`src/rtl/uart_tx_arbiter.sv`:
```
// Round-robin arbiter that shares one uart_tx among NUM_REQ byte producers.
// Latches the winner's byte, sequences tx_start/tx_busy/tx_done and reports completion.
module uart_tx_arbiter #(
   parameter int NUM_REQ  = 4,
   parameter int data_wd  = 8,
   parameter int START_TO = 65535
) (
   input  logic                       clk,
   input  logic                       rst,
   input  logic [NUM_REQ-1:0]         req,
   input  logic [NUM_REQ*data_wd-1:0] req_data,
   output logic [NUM_REQ-1:0]         ack,
   output logic [NUM_REQ-1:0]         done,
   output logic [NUM_REQ-1:0]         owner,
   output logic                       tx_start,
   output logic [data_wd-1:0]         din,
   input  logic                       tx_busy,
   input  logic                       tx_done,
   output logic                       arb_busy,
   output logic                       err_timeout
);

   localparam int PTR_W = (NUM_REQ > 1) ? $clog2(NUM_REQ) : 1;
   localparam logic [15:0] TO_LIMIT = 16'(START_TO);

   typedef enum logic [1:0] {
      IDLE      = 2'd0,
      START     = 2'd1,
      WAIT_DONE = 2'd2,
      RELEASE   = 2'd3
   } state_t;

   state_t                state_r;
   logic [PTR_W-1:0]      ptr_r;
   logic [PTR_W-1:0]      own_idx_r;
   logic [15:0]           cnt_r;
   logic [NUM_REQ-1:0]    ack_r;
   logic [NUM_REQ-1:0]    done_r;
   logic [NUM_REQ-1:0]    owner_r;
   logic                  tx_start_r;
   logic [data_wd-1:0]    din_r;
   logic                  arb_busy_r;
   logic                  err_r;

   logic [PTR_W:0]        win_s;
   logic                  win_found_s;
   logic [PTR_W-1:0]      win_idx_s;
   logic [NUM_REQ-1:0]    win_onehot_s;
   logic                  to_hit_s;

   // First set request searching upward from p with wrap; returns {found, index}.
   function automatic logic [PTR_W:0] find_winner(input logic [NUM_REQ-1:0] r,
                                                  input logic [PTR_W-1:0]   p);
      logic             found;
      logic [PTR_W-1:0] idx;
      int               pos;
      found = 1'b0;
      idx   = '0;
      for (int k = 0; k < NUM_REQ; k++) begin
         pos = int'(p) + k;
         if (pos >= NUM_REQ) pos = pos - NUM_REQ;
         if (!found && r[PTR_W'(pos)]) begin
            found = 1'b1;
            idx   = PTR_W'(pos);
         end
      end
      return {found, idx};
   endfunction

   function automatic logic [PTR_W-1:0] ptr_after(input logic [PTR_W-1:0] i);
      return (int'(i) == NUM_REQ - 1) ? '0 : i + PTR_W'(1);
   endfunction

   // Arbitration candidate and START timeout detection
   always_comb begin
      win_s        = find_winner(req, ptr_r);
      win_found_s  = win_s[PTR_W];
      win_idx_s    = win_s[PTR_W-1:0];
      win_onehot_s = {{(NUM_REQ-1){1'b0}}, 1'b1} << win_idx_s;
      to_hit_s     = ({1'b0, cnt_r} + 17'd1) >= {1'b0, TO_LIMIT};
   end

   // Sequencer FSM with all outputs registered
   always_ff @(posedge clk) begin
      if (rst) begin
         state_r    <= IDLE;
         ptr_r      <= '0;
         own_idx_r  <= '0;
         cnt_r      <= 16'd0;
         ack_r      <= '0;
         done_r     <= '0;
         owner_r    <= '0;
         tx_start_r <= 1'b0;
         din_r      <= '0;
         arb_busy_r <= 1'b0;
         err_r      <= 1'b0;
      end else begin
         ack_r  <= '0;
         done_r <= '0;
         err_r  <= 1'b0;
         case (state_r)
            IDLE: begin
               if (win_found_s) begin
                  own_idx_r  <= win_idx_s;
                  owner_r    <= win_onehot_s;
                  ack_r      <= win_onehot_s;
                  din_r      <= req_data[win_idx_s*data_wd +: data_wd];
                  tx_start_r <= 1'b1;
                  cnt_r      <= 16'd0;
                  arb_busy_r <= 1'b1;
                  state_r    <= START;
               end else begin
                  arb_busy_r <= 1'b0;
               end
            end
            START: begin
               if (tx_busy) begin
                  tx_start_r <= 1'b0;
                  state_r    <= WAIT_DONE;
               end else if (to_hit_s) begin
                  // Give up on this owner and let the next requester go first
                  tx_start_r <= 1'b0;
                  err_r      <= 1'b1;
                  owner_r    <= '0;
                  ptr_r      <= ptr_after(own_idx_r);
                  arb_busy_r <= 1'b0;
                  state_r    <= IDLE;
               end else begin
                  cnt_r <= (cnt_r == TO_LIMIT) ? cnt_r : cnt_r + 16'd1;
               end
            end
            WAIT_DONE: begin
               if (tx_done) begin
                  done_r  <= owner_r;
                  ptr_r   <= ptr_after(own_idx_r);
                  owner_r <= '0;
                  state_r <= RELEASE;
               end else begin
                  state_r <= WAIT_DONE;
               end
            end
            RELEASE: begin
               arb_busy_r <= 1'b0;
               state_r    <= IDLE;
            end
            default: begin
               tx_start_r <= 1'b0;
               owner_r    <= '0;
               arb_busy_r <= 1'b0;
               state_r    <= IDLE;
            end
         endcase
      end
   end

   assign ack         = ack_r;
   assign done        = done_r;
   assign owner       = owner_r;
   assign tx_start    = tx_start_r;
   assign din         = din_r;
   assign arb_busy    = arb_busy_r;
   assign err_timeout = err_r;

endmodule

```
`config.mk`:
```
export PLATFORM = sky130hd
export DESIGN_NAME = uart_tx_arbiter
export DESIGN_NICKNAME = d
export VERILOG_FILES = /design/src/rtl/uart_tx_arbiter.sv
export SDC_FILE = /design/constraint.sdc
export NUM_CORES = 1
export LEC_CHECK = 0
export BUFFER_PORTS_ARGS = -buffer_cell sky130_fd_sc_hd__buf_2
export CAP_MARGIN = 20
export CORE_ASPECT_RATIO = 1.25
export CORE_MARGIN = 2
export CORE_UTILIZATION = 46
export DETAILED_ROUTE_END_ITERATION = 8
export GPL_ROUTABILITY_DRIVEN = 0
export GPL_TIMING_DRIVEN = 0
export PLACE_DENSITY = 0.73
export SLEW_MARGIN = 25
export SYNTH_ARGS = -nofsm -noshare
export SYNTH_HDL_FRONTEND = slang
export SYNTH_SLANG_ARGS = --single-unit
```
`constraint.sdc`:
```
create_clock -name clk -period 2.8 [get_ports clk]
set_clock_uncertainty 0.1 [all_clocks]
set_input_delay 0.56 -clock clk [delete_from_list [all_inputs] [get_ports clk]]
set_output_delay 0.56 -clock clk [all_outputs]
set_load 0.02 [all_outputs]
```
==> qor.csv, run 1 <==
metric;value;unit
run status;completed;
required time at the worst-slack endpoint;2.93;ns
r2r setup slk;0.15;ns
worst-path cell with the longest stage delay;dfxtp_4;
post-synth top area cell;dfxtp_1;
insertion delay to the later sink of the worst-skew pair;0.30;ns
global-route wire length before repair;10.4;mm
worst min-delay path category;flop to flop;
CP dominant cell by count;buf_4;
drt first-iter violations;100;
net count after synthesis;369;
Max-Cap Viols;0;
number of antenna violations at the first check in global routing;0;
DR pass1 iterations;4;
standby leakage power;1.32;nW
total die area;6430;um2
Synth cell types;55;
post-synthesis async set-or-reset flop share;0;%
Worst setup EP type;flop;
Post-Place Worst Slack;-0.279;ns
placeable core region;5700;um2
Tcrit/Tclk final;94.7;%
Post-synth EDFFs;0;
standard-cell rows;31;
beginning of the critical path;cnt_r[0]$_SDFFE_PP0P_;
total number of vias;2546;
maximum root-to-sink buffer count;2;
Wirelength per Cell;13.6;um
min setup slack post-route;0.148;ns
CTS H-tree depth;2;
number of warnings printed during yosys synthesis;0;
Top Family by Delay on Critical Path;buffers and inverters;
half-perimeter wire length after placement;4.82;mm
Root Driver;clkbuf_8;
number of max-slew violations in the final report;0;
cell area after layout;3220;um2
highest cell delay on the worst timing path;0.41;ns
biggest area contributors in the synthesized netlist;dfxtp_1 34%, mux2i_1 5.3%, nand2_1 4.2%, ha_1 3.8%, a21oi_1 3.6%;
most frequently used flop master after synthesis;dfxtp_1;
non-filler instance count after layout;460;
grt ovf;0;
portion of synthesized cell area occupied by the leading cell type;33.8;%
drt via density;5.53;
Max-slew headroom;59.0;%
end of the worst register-to-register path;cnt_r[2]$_SDFFE_PP0P_;
height of the die;89.1;um
cell area after technology mapping;2670;um2
Power Total;1.63;mW
number of buffers added on ports;62;
Reg2Reg Launch Point;cnt_r[0]$_SDFFE_PP0P_;
number of instances in the synthesized netlist;321;
final antenna-violating net count;0;
Crit path depth;10;
number of global-route vias before repair;2451;
synthesized area divided by synthesized cell count;8.31;um2
Cells after DPL;449;
number of buffers added to fix hold violations after cts;0;
transition time at the pin with the least slew margin;0.615;ns
Post-DP Area;3060;um2
area added between synthesis and finish;20.5;%
maximum number of pins on one net before global-route repair;16;
power per unit of standard cell area;507;nW/um2
sequential element share of the synthesized area;33.8;%
total number of clock tree sinks;45;
starting density of the core;46.8;%
number of cells on the worst reg-to-reg path;10;
largest fanout of any net on the critical path;10;
global router's overall resource usage;19.9;%
x dimension of the die;72.1;um
number of antenna diodes;0;
Setup crit start kind;flop;
register bit count reported by yosys;45;
clock tree from TritonCTS;yes;
WP data arrival;2.78;ns
critical path endpoint;cnt_r[2]$_SDFFE_PP0P_;
post-route minimum period;2.65;ns
I/O pin total;63;
Clock transition at path regs;0.09;ns
maximum vdd drop;0.298;mV
category of the critical setup timing path;flop to flop;
count of nets after finishing;441;
total setup violations reported at the end of the flow;0;
total wire length after detailed routing;6.24;mm
share of cells above drive strength 1;26.9;%
fmax;0.377;GHz
number of buffer and inverter instances along the worst setup path;3;
number of design rule violations left after detail routing;0;
count of final hold-check violations;0;
series of cell instances along the critical path;ha_4 > nand4_1 > buf_4 > nor4_4 > a21oi_1 > a31oi_1 > buf_4 > nand2_1 > clkbuf_4 > o221ai_1;
number of buffers created by CTS;5;
==> state kept, by name, indices dropped and copies added (netlist names), named ones only <==
register	cells
state_r	1
ptr_r	2
din	8
owner	4
own_idx_r	2
arb_busy	1
ack	4
err_timeout	1
done	4
cnt_r	16
tx_start	1
==> Yosys cell counts (6+ instances only) <==
cell type	count
o21ai_2	6
o221ai_1	6
nor2_1	21
dfxtp_1	45
a211oi_1	10
mux2i_1	14
a211o_1	8
nand2_1	30
nor2b_1	9
nor3_1	14
inv_1	21
and2_1	7
ha_1	8
clkbuf_1	10
a21oi_1	19
nand3_1	10
==> per-stage QoR <==
| step | hold WS, ns | utilization, % | TNS, ns |
|---|---|---|---|
| final | 0.356 | 56.4 | 0 |
| after global routing | 0.382 | 56.4 | -0.0138 |
| after CTS | 0.357 | 55.7 | 0 |
| after detailed placement | 0.344 | 53.7 | -5.37 |
| after global placement | 0.340 | 53.7 | -5.03 |
| after floorplan | 0.359 | - | 0 |
==> how the worst min path moves through the flow <==
stage | endpoint | cells after the start | startpoint
floorplan | own_idx_r[1]$_SDFFE_PP0P_ | 2 | own_idx_r[1]$_SDFFE_PP0P_
global placement | din[4]$_SDFFE_PP0P_ | 2 | din[4]$_SDFFE_PP0P_
detailed placement | din[4]$_SDFFE_PP0P_ | 2 | din[4]$_SDFFE_PP0P_
CTS | din[4]$_SDFFE_PP0P_ | 2 | din[4]$_SDFFE_PP0P_
global route | din[6]$_SDFFE_PP0P_ | 2 | din[6]$_SDFFE_PP0P_
finish | din[4]$_SDFFE_PP0P_ | 2 | din[4]$_SDFFE_PP0P_
==> tightest hold or removal path, stage by stage (launching register included) <==
cell	delay (ns)
dfxtp_1	0.32
nand2_1	0.05
a21oi_1	0.05
==> cell families (layout without fill, tap and decap cells) <==
| kind of cell | count (synthesis) | count (layout) | synth area share (%) |
|---|---|---|---|
| AO/OA/AOI/OAI | 77 | 77 | 21.4 |
| XOR/XNOR | 5 | 5 | 1.64 |
| adder cells (fa/ha/maj) | 8 | 8 | 3.75 |
| buffers and inverters | 39 | 112 | 6.10 |
| flip-flops | 45 | 45 | 33.8 |
| multiplexers | 15 | 15 | 5.68 |
| AND/OR/NAND/NOR | 132 | 132 | 27.7 |
==> layout make-up <==
type	instances	area, um2
flip-flops and latches	45	908
plain buffers	17	82.6
clock buffers	5	68.8
well taps	66	82.6
inverters	22	82.6
clock inverters	3	21.3
repair buffers	65	333
multi-input cells	237	1640
fillers	531	2490
==> power by group <==
group / switching [mW] / internal (mW)
combinational: 0.293 / 0.193
clock: 0.239 / 0.177
sequential: 0.0354 / 0.692
total: 0.567 / 1.06
==> what timing repair did <==
item | CTS | global route
gates cloned | 0 | 0
setup endpoints to repair | 24 | 22
resized for setup | 7 | 3
buffers inserted | 0 | 3
pin swaps | 1 | 3
==> cells in the final DEF (no fill, tap or decap), drive strengths merged, types with 9 or more instances in the layout <==
master	count
nor2	21
dfxtp	45
buf	71
nor3	14
inv	22
a21oi	19
clkbuf	16
nor2b	9
a211oi	10
o21ai	10
mux2i	14
nand3	11
nand2	31
==> metal layers <==
| layer | up-vias | global-route usage [%] | share of wire (%) |
|---|---|---|---|
| met5 | - | 0 | 0 |
| met4 | 0 | 6.52 | 1.4 |
| met3 | 8 | 4.85 | 4.5 |
| met2 | 59 | 38.5 | 53 |
| met1 | 1171 | 20.9 | 41 |
| li1 | 1308 | - | - |
Power figures use the tool's default switching activity.
==> run 2: changes to the inputs <==
- CORE_ASPECT_RATIO: 1.25 -> unset
==> run 2 against run 1 <==
  * Die area about the same
  * Cell area is 0.47% higher
  * Fmax down 0.36%
  * Register-to-register slack hardly changed
==> qor.csv, run 2 (synthesized netlist as in run 1, its figures left out) <==
metric;value;unit;change
number of antenna violations at the first check in global routing;0;;unchanged
register area;908;um2;unchanged
cell area after layout;3230;um2;+0.47%
DR pass1 iterations;4;;unchanged
count of final hold-check violations;0;;unchanged
most flop-heavy register;cnt_r;;
half-perimeter wire length after placement;4.71;mm;-2.1%
Post-Place Worst Slack;-0.338;ns;-0.0583 ns
number of max-slew violations in the final report;0;;unchanged
Setup crit start kind;flop;;
total wire length after detailed routing;6.37;mm;+2.1%
number of global-route vias before repair;2311;;-5.7%
global router's overall resource usage;20.5;%;+0.61 points
Wirelength per Cell;13.7;um;+0.77%
number of buffers added to fix hold violations after cts;0;;unchanged
Worst setup EP type;flop;;
post-route minimum period;2.66;ns;+0.00965 ns
Post-DP Area;3070;um2;+0.25%
power dissipated by switching net loads;0.571;mW;+0.66%
I/O pin total;63;;unchanged
fill count;526;;-0.94%
number of antenna diodes;0;;unchanged
Max-Cap Viols;0;;unchanged
worst min-delay path category;flop to flop;;
setup repair after global routing missed its margin;false;;
category of the critical setup timing path;flop to flop;;
power per unit of standard cell area;506;nW/um2;-0.25%
largest fanout of any net on the critical path;10;;unchanged
number of buffers added on ports;62;;unchanged
total die area;6420;um2;about the same
standby leakage power;1.32;nW;+0.27%
global-route wire length before repair;10.6;mm;+2.0%
most common library cell in the layout ignoring fill and taps;buf_2;;
clock tree from TritonCTS;yes;;
CTS H-tree depth;2;;unchanged
number of buffers created by CTS;5;;unchanged
Clk pwr share;25.5;%;about the same
share of cells above drive strength 1;27.2;%;+0.25 points
fmax;0.376;GHz;-0.36%
total number of clock tree sinks;45;;unchanged
placeable core region;5540;um2;-2.8%
insertion delay to the later sink of the worst-skew pair;0.31;ns;about the same
drt first-iter violations;140;;+40%
Tcrit/Tclk final;95.0;%;+0.34 points
maximum vdd drop;0.245;mV;-18%
number of design rule violations left after detail routing;0;;unchanged
final antenna-violating net count;0;;unchanged
count of nets after finishing;441;;unchanged
drt via density;5.50;;-0.71%
part of the total power dissipated in sequential elements;44.6;%;about the same
maximum number of pins on one net before global-route repair;16;;unchanged
grt ovf;0;;unchanged
internal power;1.06;mW;about the same
WP data arrival;2.77;ns;about the same
share of total power consumed by net switching;35.0;%;+0.15 points
area added between synthesis and finish;21.1;%;
starting density of the core;48.1;%;+1.4 points
height of the die;80.2;um;-10%
Clock transition at path regs;0.09;ns;about the same
Max-slew headroom;60.8;%;+1.8 points
commonest non-fill, non-tap cells in the layout;65 x buf_2, 43 x dfxtp_1, 30 x nand2_1;;
x dimension of the die;80.2;um;+11%
proportion of power drawn by combinational gates;29.9;%;about the same
maximum root-to-sink buffer count;2;;unchanged
total number of vias;2561;;+0.59%
run status;completed;;
max FFs per register;16;;unchanged
area taken by multi-input logic gates;1640;um2;+0.38%
total setup violations reported at the end of the flow;0;;unchanged
required time at the worst-slack endpoint;2.91;ns;-0.02 ns
transition time at the pin with the least slew margin;0.588;ns;-0.0270 ns
standard-cell rows;27;;-13%
Root Driver;clkbuf_8;;
min setup slack post-route;0.139;ns;-0.00965 ns
-- run 2: metrics by stage --
stage / util (%) / setup TNS, ns / hold WS, ns / instances / total power, mW
finish: 58.3 / 0 / 0.361 / 466 / 1.63
global route: 58.3 / 0 / 0.380 / 466 / 1.73
CTS: 57.6 / 0 / 0.361 / 464 / 1.64
global placement: 55.4 / -5.47 / 0.343 / 455 / 1.21
floorplan: - / 0 / 0.359 / 321 / 1.08
detailed placement: 55.4 / -6.55 / 0.347 / 455 / 1.22
-- run 2: final cells by class --
cell class / instances / area share, %
Multi-Input combinational cell: 237 / 50.9
Sequential cell: 45 / 28.1
Timing Repair Buffer: 65 / 10.3
Tap cell: 72 / 2.79
Buffer: 17 / 2.56
Inverter: 22 / 2.56
Clock buffer: 5 / 2.13
Clock inverter: 3 / 0.697
-- run 2: repair_timing --
item,4_1_cts,5_1_grt
buffers inserted,1,2
pin swaps,1,2
gates resized for setup,7,4
endpoints found under the setup margin,25,19
-- run 2: power by group through the flow --
stage	sequential [mW]	combinational, mW	clock [mW]
after floorplan	0.787	0.293	0
after global placement	0.741	0.472	0
after detailed placement	0.743	0.480	0
after CTS	0.729	0.483	0.429
after global routing	0.737	0.542	0.456
final	0.729	0.488	0.416
-- run 2: layer usage --
metal | global-route usage, % | up-vias | routed length, um
met4 | 5.08 | 0 | 59
met5 | 0 | - | 0
li1 | - | 1313 | -
met2 | 32.7 | 66 | 2940
met3 | 4.38 | 5 | 315
met1 | 28.2 | 1177 | 3060
-- run 2: final timing paths --
check | start | to | slack [ns] | cells after the start
max reg2reg | cnt_r[0]$_SDFFE_PP0P_ | cnt_r[2]$_SDFFE_PP0P_ | 0.14 | 10
min reg2reg | din[4]$_SDFFE_PP0P_ | din[4]$_SDFFE_PP0P_ | 0.36 | 2
min | din[4]$_SDFFE_PP0P_ | din[4]$_SDFFE_PP0P_ | 0.36 | 2
max | cnt_r[0]$_SDFFE_PP0P_ | cnt_r[2]$_SDFFE_PP0P_ | 0.14 | 10
-- run 2: worst max-delay path: stages, from the launching register on --
cell	delay [ns]
dfxtp_4	0.41
ha_4	0.19
nand4_1	0.16
buf_4	0.19
nor4_4	0.36
a21oi_1	0.17
a31oi_1	0.24
buf_4	0.22
nand2_1	0.08
clkbuf_4	0.23
o221ai_1	0.21
